[src/rtl/swu_pkg.sv]
// Shared helpers for the SWU sliding-window sequencer: width math, output
// frame length and the width used for signed pixel indices.
package swu_pkg;

   // Signed pixel index width; wide enough for o*S-PAD across any practical frame.
   localparam int PIX_IDX_W = 16;

   // Ceiling log2 for elaboration-time width calculations.
   function automatic int clog2(input int value);
      int result;
      result = 0;
      for (int i = 0; i < 31; i++) begin
         if ((1 << i) < value) begin
            result = i + 1;
         end
      end
      return result;
   endfunction

   // Register width able to hold values 0..count-1, never narrower than one bit.
   function automatic int width_of(input int count);
      return (clog2(count) < 1) ? 1 : clog2(count);
   endfunction

   // Number of window positions produced per frame.
   function automatic int calc_ofm_dim(input int ifm_dim, input int k, input int s, input int pad);
      return (ifm_dim + 2 * pad - k) / s + 1;
   endfunction

   // Non-negative residue of -pad modulo depth, i.e. the slot of pixel index -pad.
   function automatic int neg_mod(input int pad, input int depth);
      return (depth - (pad % depth)) % depth;
   endfunction

endpackage

[src/rtl/swu_rd_pipe.sv]
// Two-stage read pipeline bookkeeping for the window buffer RAM: stage 1 is
// the RAM read register (enaB), stage 2 the output register doB (enaB_q).
module swu_rd_pipe (
   input  logic clk,
   input  logic rst_n,
   input  logic can_issue,
   input  logic issue_pad,
   input  logic issue_last,
   input  logic out_ready,
   output logic rd_en,
   output logic rd_en_q,
   output logic zeropad,
   output logic out_valid,
   output logic frame_done
);

   logic s1_v;
   logic s1_pad;
   logic s1_last;
   logic s2_v;
   logic s2_last;

   // Advance each stage only when the stage behind it can take the data.
   always_comb begin
      rd_en_q = s1_v && (!s2_v || out_ready);
      rd_en   = can_issue && (!s1_v || rd_en_q);
   end

   assign zeropad    = s1_pad;
   assign out_valid  = s2_v;
   assign frame_done = s2_v && s2_last && out_ready;

   // Stage 1 tracks the chunk sitting in the RAM read register.
   always_ff @(posedge clk or negedge rst_n) begin
      if (!rst_n) begin
         s1_v    <= 1'b0;
         s1_pad  <= 1'b0;
         s1_last <= 1'b0;
      end else if (rd_en) begin
         s1_v    <= 1'b1;
         s1_pad  <= issue_pad;
         s1_last <= issue_last;
      end else if (rd_en_q) begin
         s1_v    <= 1'b0;
         s1_pad  <= 1'b0;
         s1_last <= 1'b0;
      end
   end

   // Stage 2 tracks the chunk held in doB until downstream takes it.
   always_ff @(posedge clk or negedge rst_n) begin
      if (!rst_n) begin
         s2_v    <= 1'b0;
         s2_last <= 1'b0;
      end else if (rd_en_q) begin
         s2_v    <= 1'b1;
         s2_last <= s1_last;
      end else if (out_ready) begin
         s2_v    <= 1'b0;
         s2_last <= 1'b0;
      end
   end

endmodule

[src/rtl/swu_window_ctrl.sv]
// Sliding-window buffer sequencer: admits wide pixels into a circular buffer
// and issues narrow reads in 1D convolution window order with zero padding.
module swu_window_ctrl
   import swu_pkg::*;
#(
   parameter int IFM_DIM    = 16,
   parameter int K          = 3,
   parameter int S          = 1,
   parameter int PAD        = 1,
   parameter int RATIO      = 4,
   parameter int DEPTH      = 8,
   parameter int ADDRWIDTHA = 3,
   parameter int ADDRWIDTHB = 5
) (
   input  logic                  ap_clk,
   input  logic                  ap_rst_n,
   input  logic                  in_valid,
   output logic                  in_ready,
   output logic                  wr_en,
   output logic [ADDRWIDTHA-1:0] wr_addr,
   output logic                  rd_en,
   output logic [ADDRWIDTHB-1:0] rd_addr,
   output logic                  rd_en_q,
   output logic                  zeropad,
   output logic                  out_valid,
   input  logic                  out_ready,
   output logic                  frame_done
);

   localparam int OFM_DIM = calc_ofm_dim(IFM_DIM, K, S, PAD);
   localparam int WC_W    = width_of(IFM_DIM + 1);
   localparam int O_W     = width_of(OFM_DIM);
   localparam int K_W     = width_of(K);
   localparam int C_W     = width_of(RATIO);
   localparam int S_SLOT  = S % DEPTH;

   localparam logic [O_W-1:0]        O_LAST     = O_W'(OFM_DIM - 1);
   localparam logic [K_W-1:0]        K_LAST     = K_W'(K - 1);
   localparam logic [C_W-1:0]        C_LAST     = C_W'(RATIO - 1);
   localparam logic [ADDRWIDTHA-1:0] A_LAST     = ADDRWIDTHA'(DEPTH - 1);
   localparam logic [ADDRWIDTHA-1:0] O_PTR_INIT = ADDRWIDTHA'(neg_mod(PAD, DEPTH));
   localparam logic signed [PIX_IDX_W-1:0] O_PIX_INIT = PIX_IDX_W'(-PAD);
   localparam logic signed [PIX_IDX_W-1:0] S_PIX      = PIX_IDX_W'(S);

   logic [WC_W-1:0]       wr_cnt;
   logic [ADDRWIDTHA-1:0] wr_ptr;
   logic [O_W-1:0]        o_idx;
   logic [K_W-1:0]        k_idx;
   logic [C_W-1:0]        c_idx;
   logic signed [PIX_IDX_W-1:0] o_pix;
   logic [ADDRWIDTHA-1:0] o_ptr;
   logic [ADDRWIDTHA-1:0] o_ptr_next;
   logic                  run;
   logic                  can_issue;
   logic                  issue_pad;
   logic                  issue_last;
   int                    o_pix_i;
   int                    p_i;
   int                    wc_i;
   int                    base_i;
   int                    p_slot;
   int                    o_slot;

   // Window bookkeeping: o_pix is the first pixel of the current window and
   // o_ptr its buffer slot, so the read pointer never needs a divider.
   always_comb begin
      o_pix_i    = int'(o_pix);
      p_i        = o_pix_i + int'(k_idx);
      wc_i       = int'(wr_cnt);
      base_i     = (o_pix_i < 0) ? 0 : o_pix_i;
      p_slot     = int'(o_ptr) + int'(k_idx);
      if (p_slot >= DEPTH) begin
         p_slot = p_slot - DEPTH;
      end
      o_slot     = int'(o_ptr) + S_SLOT;
      if (o_slot >= DEPTH) begin
         o_slot = o_slot - DEPTH;
      end
      issue_pad  = (p_i < 0) || (p_i >= IFM_DIM);
      can_issue  = run && (issue_pad || (p_i < wc_i));
      in_ready   = (wc_i < IFM_DIM) && ((wc_i - base_i) < DEPTH);
      issue_last = (o_idx == O_LAST) && (k_idx == K_LAST) && (c_idx == C_LAST);
      rd_addr    = ADDRWIDTHB'(p_slot * RATIO + int'(c_idx));
      o_ptr_next = ADDRWIDTHA'(o_slot);
   end

   assign wr_en   = in_valid && in_ready;
   assign wr_addr = wr_ptr;

   // Hold off reads for the first cycle out of reset so rd_en is low while reset is asserted.
   always_ff @(posedge ap_clk or negedge ap_rst_n) begin
      if (!ap_rst_n) begin
         run <= 1'b0;
      end else begin
         run <= 1'b1;
      end
   end

   // Write counter and wrapping write pointer; both restart once the final chunk has issued.
   always_ff @(posedge ap_clk or negedge ap_rst_n) begin
      if (!ap_rst_n) begin
         wr_cnt <= '0;
         wr_ptr <= '0;
      end else if (rd_en && issue_last) begin
         wr_cnt <= '0;
         wr_ptr <= '0;
      end else if (wr_en) begin
         wr_cnt <= wr_cnt + 1'b1;
         wr_ptr <= (wr_ptr == A_LAST) ? '0 : wr_ptr + 1'b1;
      end
   end

   // Issue counters stepping c fastest, then k, then the window position o.
   always_ff @(posedge ap_clk or negedge ap_rst_n) begin
      if (!ap_rst_n) begin
         o_idx <= '0;
         k_idx <= '0;
         c_idx <= '0;
         o_pix <= O_PIX_INIT;
         o_ptr <= O_PTR_INIT;
      end else if (rd_en) begin
         if (c_idx == C_LAST) begin
            c_idx <= '0;
            if (k_idx == K_LAST) begin
               k_idx <= '0;
               if (o_idx == O_LAST) begin
                  o_idx <= '0;
                  o_pix <= O_PIX_INIT;
                  o_ptr <= O_PTR_INIT;
               end else begin
                  o_idx <= o_idx + 1'b1;
                  o_pix <= o_pix + S_PIX;
                  o_ptr <= o_ptr_next;
               end
            end else begin
               k_idx <= k_idx + 1'b1;
            end
         end else begin
            c_idx <= c_idx + 1'b1;
         end
      end
   end

   swu_rd_pipe u_rd_pipe (
      .clk        (ap_clk),
      .rst_n      (ap_rst_n),
      .can_issue  (can_issue),
      .issue_pad  (issue_pad),
      .issue_last (issue_last),
      .out_ready  (out_ready),
      .rd_en      (rd_en),
      .rd_en_q    (rd_en_q),
      .zeropad    (zeropad),
      .out_valid  (out_valid),
      .frame_done (frame_done)
   );

endmodule

[config.mk]
export PLATFORM = sky130hd
export DESIGN_NAME = swu_window_ctrl
export DESIGN_NICKNAME = d
export VERILOG_FILES = /design/src/rtl/swu_pkg.sv /design/src/rtl/swu_rd_pipe.sv /design/src/rtl/swu_window_ctrl.sv
export SDC_FILE = /design/constraint.sdc
export NUM_CORES = 1
export LEC_CHECK = 0
export CORE_MARGIN = 3
export CORE_UTILIZATION = 42
export CTS_BUF_LIST = sky130_fd_sc_hd__clkbuf_8
export DETAILED_ROUTE_END_ITERATION = 12
export PLACE_DENSITY = 0.56
export SLEW_MARGIN = 10
export SYNTH_ARGS = -nofsm -noshare
export SYNTH_HDL_FRONTEND = slang
export SYNTH_HIERARCHICAL = 1
export SYNTH_SLANG_ARGS = --single-unit
[constraint.sdc]
create_clock -name ap_clk -period 4.8 [get_ports ap_clk]
set_input_delay 0.72 -clock ap_clk [delete_from_list [all_inputs] [get_ports ap_clk]]
set_output_delay 0.72 -clock ap_clk [all_outputs]
set_load 0.03 [all_outputs]
# After elaboration in Yosys (flattened, before gate mapping)
# Index checks and enable logic that the tools add are counted.
# totals
input_bits,4
reg_bits,41
output_inout_bits,15
wordCells,79
# op_classes
eq_ne,4
magnitude_cmp,8
addsub,13
n_mux,20
n_reduce_logical,21
# ops
cell,count
$lt A32 B5 Y1 const B,1
$mux W32,1
$sub A6 B32 Y32,1
$mux W3,6
$add A16 B3 Y17,1
$ge A17 B6 Y1 const B,1
$lt A17 B1 Y1 const B,1
$lt A17 B6 Y1,1
$add A16 B2 Y16 const B,1
$lt A16 B1 Y1 const B,1
$mux W16,1
$logic_and A1 B1 Y1,10
$mux W5,2
$ge A4 B4 Y1 const B,2
$mux W1,7
$reduce_bool A2 Y1,3
$sub A3 B1 Y3 const B,2
$add A5 B1 Y5 const B,1
$add A5 B3 Y5,1
$lt A5 B5 Y1 const B,1
$add A2 B1 Y2 const B,2
$add A3 B1 Y4 const B,1
$add A3 B2 Y4,1
$add A4 B1 Y4 const B,1
other kinds (10),16

# Longest topological paths before layout
# logic_depth
ltp_word,8
depth_mapped,16
ltp_nobuf,14

# Modules after synthesis
# Netlist, hierarchy kept.
# modules_own_cells
mod,cells_each,instances,area_per_inst_um2,seq_area_each_um2
swu_window_ctrl,277,1,2542.4,924.6
swu_rd_pipe,25,1,295.3,125.1

# Worst setup path before layout
# Ideal clock, no wire load.
# synth_path
kind,reg2out
start,register o_pix[2]
end,output port in_ready
path_buffers,1
setup_slack_ns,0.905
required_ns,4.080
path_stages_with_launch,12
arrival_ns,3.175
path_cell_list,dfstp_2 > clkbuf_1 > nand2b_1 > ha_1 > o21a_1 > nand2_1 > a2111oi_0 > ha_1 > nand2b_1 > and4b_4 > nor4_4 > a21oi_1
# synth_between
elab_chain_len,5
# synth_lines
element,line_no,rtl
"start, declared",swu_window_ctrl.sv:50,logic signed [PIX_IDX_W-1:0] o_pix;
"start signal, assigned",swu_window_ctrl.sv:132,o_pix <= o_pix + S_PIX;
$lt A16 B1 Y1,swu_window_ctrl.sv:70,base_i = (o_pix_i < 0) ? 0 : o_pix_i;
$mux W32 *,swu_window_ctrl.sv:70,
$sub A6 B32 Y32 *,swu_window_ctrl.sv:81,in_ready = (wc_i < IFM_DIM) && ((wc_i - base_i) < DEPTH);
$lt A32 B5 Y1 *,swu_window_ctrl.sv:81,
$logic_and A1 B1 Y1 *,swu_window_ctrl.sv:81,
"end, declared",swu_window_ctrl.sv:18,"output logic in_ready,"
# Mark *: on every way between the ends. The rest lies on a longest branch, timed or not.

# Worst setup path after layout
# layout_path
start,register k_idx[0]
end,output port rd_en
# layout_between
elab_chain_len,6
elab_cells_between_ends,8
cone_classes,add/sub: 1; order compare: 3; reduce/logical: 4
# layout_lines
element,line_no,rtl
"start, declared",swu_window_ctrl.sv:48,logic [K_W-1:0] k_idx;
"start signal, assigned",swu_window_ctrl.sv:136,k_idx <= k_idx + 1'b1;
$add A16 B3 Y17 *,swu_window_ctrl.sv:68,p_i = o_pix_i + int'(k_idx);
$lt A17 B1 Y1 / $ge A17 B6 Y1 (equally long branches),swu_window_ctrl.sv:79,issue_pad = (p_i < 0) || (p_i >= IFM_DIM);
$logic_or A1 B1 Y1,swu_window_ctrl.sv:79,
$logic_or A1 B1 Y1 *,swu_window_ctrl.sv:80,can_issue = run && (issue_pad || (p_i < wc_i));
$logic_and A1 B1 Y1 *,swu_window_ctrl.sv:80,
named net can_issue,swu_window_ctrl.sv:54,logic can_issue;
$logic_and A1 B1 Y1 *,swu_rd_pipe.sv:26,rd_en = can_issue && (!s1_v || rd_en_q);
"end, declared",swu_window_ctrl.sv:21,"output logic rd_en,"
# Mark *: on every way through the listed nets, which the timed path passes. The rest lies on a longest branch.

==> impl_results.rst <==
.. list-table::
   :header-rows: 1

   * - Metric
     - Value
   * - Final std cells w/o fill
     - 394
   * - Sequential element share of the synthesized area
     - 0.370
   * - Leakage dissipation
     - 1.42 nW
   * - Quantity of hold-fixing buffers added after cts
     - 0
   * - Worst supply voltage drop on vdd
     - around 0.51 mV
   * - Fraction of registers with async set or reset after synthesis
     - 1.00
   * - Worst reg2reg path startpoint
     - k_idx[0]$_DFFE_PN0P_
   * - Standard-cell row count
     - 29
   * - Minimum setup slack after placement
     - 394 ps
   * - Hold wc startpoint
     - o_idx[3]$_DFFE_PN0P_
   * - Cell type with the highest occurrence count on the critical path
     - sky130_fd_sc_hd__ha_1
   * - CP required
     - 4080 ps
   * - Run status
     - completed
   * - Final critical-path required period
     - 4390 ps
   * - Max-capacitance violation count
     - 0
   * - Met2 WL
     - 2440 um
   * - Post-CTS setup buffer count
     - 0
   * - Number of nets in the synthesized netlist
     - 327
   * - Clock sink count
     - 41
   * - Number of DRC violations after detailed routing
     - 0
   * - Wire length of the first global-routing pass
     - 9870 um
   * - Number of nets with antenna violations after detailed routing
     - 0
   * - Vias
     - 2142
   * - Effective utilization at floorplan
     - 0.439
   * - Syn Std Cell Area
     - 2840 um^2
   * - R2r endpoint
     - o_pix[15]$_DFFE_PN1P_
   * - FF+latch count, synth
     - 41
   * - Synth cell types
     - 57
   * - Kind of capture point of the worst setup path
     - primary output
   * - Pin count of the biggest net entering global routing
     - 42
   * - Final setup slack of the worst path
     - 411 ps
   * - Worst-path maximum fanout
     - 8
   * - Critical setup path kind
     - reg -> out
   * - Metal3 WL
     - 146 um
   * - Topmost layer with routed signal wires
     - met4
   * - Core Area
     - 6460 um^2
   * - Leading register cell type out of synthesis
     - sky130_fd_sc_hd__dfrtp_1
   * - Overflow after GRT
     - 0
   * - Clock transition at path regs
     - about 80 ps
   * - Post-synth EDFFs
     - 0
   * - Critical path arrival
     - 3670 ps
   * - Final hold violation count
     - 0
   * - Power density over the cells
     - 544 nW/um^2
   * - Maximum clock insertion buffer count
     - 2
   * - Largest stage delay on the critical path
     - 740 ps
   * - Number of instances in the synthesized netlist
     - a little over 300
   * - Crit-path slowest cell
     - sky130_fd_sc_hd__clkdlybuf4s50_1
   * - Flop-to-flop setup slack
     - 900 ps
   * - Initial antenna violation count
     - 0
   * - Most common cell after layout, fill and taps aside
     - sky130_fd_sc_hd__nand2_1
   * - Slew Limit Headroom
     - 0.386
   * - Clock latency on the worst-skew pair
     - 300 ps
   * - Total global-route track usage
     - 0.161
   * - Reg2Reg Depth
     - 15
   * - Part of the cycle the worst path needs
     - 0.914
   * - Mean instance size in the synthesized netlist
     - 9.40 um^2
   * - Type of origin of the critical path
     - flip-flop
   * - Worst Skew
     - 5.10 ps
   * - I/O pin cnt
     - 19
   * - Layout area overhead
     - 11.6%
   * - Router iterations before antenna repair
     - 4
   * - Maximum frequency from static timing analysis
     - 0.228 GHz
   * - Share of cells above drive strength 1
     - 0.155
   * - Root buffer cell
     - sky130_fd_sc_hd__clkbuf_8
   * - Number of cells after detailed placement
     - roughly 390
   * - Die Ht
     - slightly below 90 um
   * - Layout Utilization
     - 0.490
   * - Smallest hold slack
     - 491 ps
   * - Detailed-placement wirelength estimate
     - roughly 4000 um
   * - Critical-path cell list
     - ha_1 > fa_1 > nand3_1 > xnor2_1 > ha_1 > a21oi_1 > o21ai_0 > a41oi_1 > a21boi_2 > clkdlybuf4s50_1
   * - Commonest cells after routing, fill and taps aside
     - sky130_fd_sc_hd__nand2_1 (46), sky130_fd_sc_hd__dfrtp_1 (22), sky130_fd_sc_hd__ha_1 (19), sky130_fd_sc_hd__dfstp_2 (19)
   * - Slew at the pin closest to its max-slew limit
     - 921 ps
   * - Count of synthesis-stage warnings from yosys
     - 6
   * - Unrepaired setup endpoints after global routing
     - false
   * - Setup violation total in the final timing report
     - 0
   * - Number of global-route vias before repair
     - 2068
   * - Routed length per instance
     - 14.4 um
   * - Worst hold path stage count
     - 1
   * - Net count, final
     - 341
   * - Clock tree from TritonCTS
     - done
   * - N_diodes
     - 0
   * - Worst path top cell family by delay
     - adder cells
   * - Port buffer count
     - 18
   * - Accumulated negative setup slack
     - 0 ps
   * - Die area
     - 7780 um^2
   * - DR iter-0 viols
     - 127
   * - Worst hold endpoint
     - o_idx[3]$_DFFE_PN0P_
   * - H-tree depth
     - 2
   * - Met1 layer wirelength in the final routing
     - 3040 um
   * - Path type of the worst min-delay path
     - reg -> reg
   * - Weighted congestion at the end of routability-driven global placement
     - 0.797
   * - Aggregate routed wire length
     - about 5700 um
   * - Number of buffers added by the clock tree synthesis step
     - 5
   * - DR vias/cell
     - 5.44
   * - Final slew viol count
     - 0
   * - Worst path buffer plus inverter count
     - 1
   * - Chip Width
     - 88.2 um
layout make-up:
type | instances | area (um^2)
Clock buffer | 5 | 68.8
Timing Repair Buffer | 22 | 210
Sequential cell | 41 | 1050
Fill cell | 626 | 3290
Clock inverter | 3 | 18.8
Tap cell | 77 | 96.3
Inverter | 8 | 30.0
Multi-Input combinational cell | 238 | 1690
logic make-up after synthesis:
family,Yosys count,synth area share
flip-flops,41,0.370
adder cells (fa/ha/maj),21,0.0979
multiplexers,15,0.0547
other,1,0.00132
AO/OA/AOI/OAI,45,0.123
AND/OR/NAND/NOR,140,0.270
XOR/XNOR,16,0.0494
buffers and inverters,23,0.0344
worst max-delay path by stage:
stage / depth (start not counted) / start / to / slack (ps)
after floorplan: 11 / o_pix[2]$_DFFE_PN1P_ / in_ready / 900
after global placement: 11 / o_pix[2]$_DFFE_PN1P_ / wr_en / 520
after detailed placement: 11 / o_pix[2]$_DFFE_PN1P_ / wr_en / 390
after CTS: 11 / o_pix[2]$_DFFE_PN1P_ / wr_en / 50
after global routing: 10 / k_idx[0]$_DFFE_PN0P_ / rd_en / 180
final: 10 / k_idx[0]$_DFFE_PN0P_ / rd_en / 410
power breakdown:
part	switching (mW)	leakage [nW]	internal [mW]	total, mW
Sequential	0.125	0.471	0.447	0.572
Clock	0.133	0.0416	0.101	0.233
Combinational	0.500	0.908	0.418	0.918
Total	0.757	1.42	0.966	1.72
through the flow:
step                      total power, mW  instance area, um^2
after floorplan                      1.24                 2840
after global placement               1.49                 3070
after detailed placement             1.50                 3070
after CTS                            1.74                 3160
after global routing                 1.88                 3170
final                                1.72                 3170
layer usage:
layer	up-vias	global-route usage
li1	1103	-
met1	1007	0.240
met2	27	0.239
met3	5	0.0254
met4	0	0.0453
met5	-	0
worst reg2reg max path: cells and delay by family, from the launching register on:
kind / cells / cell delay (ps)
AO/OA/AOI/OAI: 4 / 900
XOR/XNOR: 2 / 300
adder cells (fa/ha/maj): 3 / 960
buffers and inverters: 1 / 200
flip-flops: 1 / 470
AND/OR/NAND/NOR: 5 / 1010
sequential cells by signal, summed over array words and instances, names as in the netlist:
name                 count
u_rd_pipe/s1_last        1
o_ptr                    3
k_idx                    2
o_pix                   16
wr_cnt                   5
u_rd_pipe/s2_last        1
u_rd_pipe/s1_v           1
wr_addr                  3
u_rd_pipe/zeropad        1
o_idx                    4
run                      1
u_rd_pipe/out_valid      1
c_idx                    2
cells in the mapped netlist (3+ instances only):
master	count	share of area
sky130_fd_sc_hd__nand2_1	46	0.061
sky130_fd_sc_hd__dfrtp_1	22	0.19
sky130_fd_sc_hd__dfstp_2	19	0.18
sky130_fd_sc_hd__ha_1	19	0.084
sky130_fd_sc_hd__nor2_1	15	0.020
sky130_fd_sc_hd__a21oi_1	13	0.023
sky130_fd_sc_hd__nand2b_1	13	0.029
sky130_fd_sc_hd__nand3_1	13	0.023
sky130_fd_sc_hd__mux2i_1	11	0.039
sky130_fd_sc_hd__clkbuf_1	10	0.013
sky130_fd_sc_hd__nand4_1	9	0.020
sky130_fd_sc_hd__nor3_1	9	0.016
sky130_fd_sc_hd__o21ai_0	9	0.016
sky130_fd_sc_hd__xor2_1	9	0.028
sky130_fd_sc_hd__inv_1	8	0.011
sky130_fd_sc_hd__xnor2_1	7	0.022
sky130_fd_sc_hd__and3_1	6	0.013
sky130_fd_sc_hd__and2_1	4	0.0088
sky130_fd_sc_hd__mux2_2	4	0.016
sky130_fd_sc_hd__a21o_1	3	0.0079
sky130_fd_sc_hd__nand4b_1	3	0.0093
sky130_fd_sc_hd__nor2b_1	3	0.0066
repair_timing:
| item | 4_1_cts | 5_1_grt |
|---|---|---|
| endpoints found under the hold margin | 0 | 0 |
| setup endpoints to repair | 0 | 2 |
| resized for setup | 0 | 3 |
Note: power is estimated with default switching activity, not from simulation.
==> patch (same settings) <==
Change the parameter `IFM_DIM` from 16 to 32.
--- a/src/rtl/swu_window_ctrl.sv
+++ b/src/rtl/swu_window_ctrl.sv
@@ -5,3 +5,3 @@
 #(
-   parameter int IFM_DIM    = 16,
+   parameter int IFM_DIM    = 32,
    parameter int K          = 3,
Behaviour: same outputs for any inputs over 10 cycles, from zero or initial values and one cycle with ap_rst_n low; that may be too few to reach the edited logic, so the function may still have changed.
==> patch against the unedited design <==
Cell area grew 11%; sequential cell count grew 2; routed wire length grew 14%; utilization grew 1.1 points; worst setup slack lost 0.15 ns; total power grew 5.7%; area after synthesis grew 9.9%; final cell count grew 15%; critical path type unchanged.
==> patch: results (changes against the unedited design) <==
run status finished clean (unchanged); Worst EP arrival 3.82 ns (was 3.67 ns); Top Family by Delay on Critical Path compound AO/OA/AOI/OAI gates (was adder cells); Placement Setup Slack 0.345 ns (was 0.394 ns); share of layout cells above drive strength 1 14.9% (was 15.5%); HPWL after DPL 4820 microns (was 4000 microns); largest cells by area after synthesis sky130_fd_sc_hd__dfrtp_1, sky130_fd_sc_hd__dfstp_2, sky130_fd_sc_hd__ha_1, sky130_fd_sc_hd__nand2_1, sky130_fd_sc_hd__xor2_1 (was sky130_fd_sc_hd__dfrtp_1, sky130_fd_sc_hd__dfstp_2, sky130_fd_sc_hd__ha_1, sky130_fd_sc_hd__nand2_1, sky130_fd_sc_hd__mux2i_1); VDD IR-drop max 0.323 mV (was 0.512 mV); net count after synthesis 369 (was 327); area fraction in compound gates after synthesis 14.2% (was 12.3%); Worst Path Max Fanout 7 (was 8); final weighted congestion of routability-driven global placement 0.830 (was 0.797); most numerous cell types in the synthesized netlist sky130_fd_sc_hd__nand2_1, sky130_fd_sc_hd__dfrtp_1, sky130_fd_sc_hd__ha_1 (was sky130_fd_sc_hd__nand2_1, sky130_fd_sc_hd__dfrtp_1, sky130_fd_sc_hd__dfstp_2, sky130_fd_sc_hd__ha_1, sky130_fd_sc_hd__nor2_1); first-pass GRT wire length 11300 microns (was 9870 microns); crit-path max cell delay 0.69 ns (was 0.74 ns); biggest regs o_pix x16, wr_cnt x6, o_idx x5 (was o_pix x16, wr_cnt x5, o_idx x4); clock skew 0.00988 ns (was 0.00510 ns); slew at the pin closest to its max-slew limit 0.944 ns (was 0.921 ns); post-synthesis mux area share 5.34% (was 5.47%); global-route total usage across every layer 16.4% (was 16.1%); number of fill cells in the layout 694 (was 626); number of global-route vias before repair 2312 (was 2068); Leakage 0.00156 uW (was 0.00142 uW); Adder-Cell Fraction of Synth Area 10.1% (was 9.79%); area share of xor/xnor cells in the synthesized design 6.74% (was 4.94%); routed wire length 6500 microns (was 5680 microns); worst hold slack 0.499 ns (was 0.491 ns)
-- patch: repair_timing --
action                                  4_1_cts  5_1_grt
cloned                                        0        0
gates resized for setup                       2        1
endpoints found under the setup margin        2        1
hold endpoints to repair                      0        0
-- patch: routing by layer --
metal	part of all wire (%)	GRT usage, %	vias to the layer above	wire length [microns]
met3	2.4	2.46	8	159
met5	0	0	-	0
met1	51	23.3	1131	3330
met4	1.5	5.57	0	97
li1	-	-	1230	-
met2	45	25.5	35	2910
-- patch: area by class of cell --
class / count / area, sq um / share of cell area (%)
Sequential cell: 43 / 1100 / 31.4
Timing Repair Buffer: 24 / 218 / 6.22
Multi-Input combinational cell: 267 / 1900 / 54.2
Clock inverter: 3 / 43.8 / 1.25
Inverter: 14 / 52.6 / 1.50
Clock buffer: 5 / 68.8 / 1.97
Tap cell: 96 / 120 / 3.43
-- patch: power by group --
part | leakage, uW | switching, uW | total [uW] | internal (uW)
Sequential | 0.000493 | 119 | 584 | 465
Combinational | 0.00101 | 523 | 949 | 426
Clock | 0.0000581 | 134 | 289 | 155
Total | 0.00156 | 776 | 1820 | 1050
-- patch: metrics by stage --
step	std cells	instance area, sq um	utilization, %	power (uW)
after floorplan	341	3120	-	1290
after global placement	444	3380	48.5	1540
after detailed placement	444	3380	48.5	1550
after CTS	452	3490	50.0	1850
after global routing	452	3500	50.1	1980
final	452	3500	50.1	1820
-- patch: worst paths after layout --
check / startpoint / endpoint / slack [ns] / cells after the start
max: o_pix[0] / rd_en / 0.26 / 11
min: o_idx[4] / o_idx[4] / 0.50 / 2
max reg2reg: o_pix[0] / o_pix[14] / 0.59 / 17
min reg2reg: o_idx[4] / o_idx[4] / 0.50 / 2
max in group asynchronous: ap_rst_n / wr_cnt[2] / 3.66 / 1
min in group asynchronous: ap_rst_n / u_rd_pipe/out_valid / 0.55 / 1
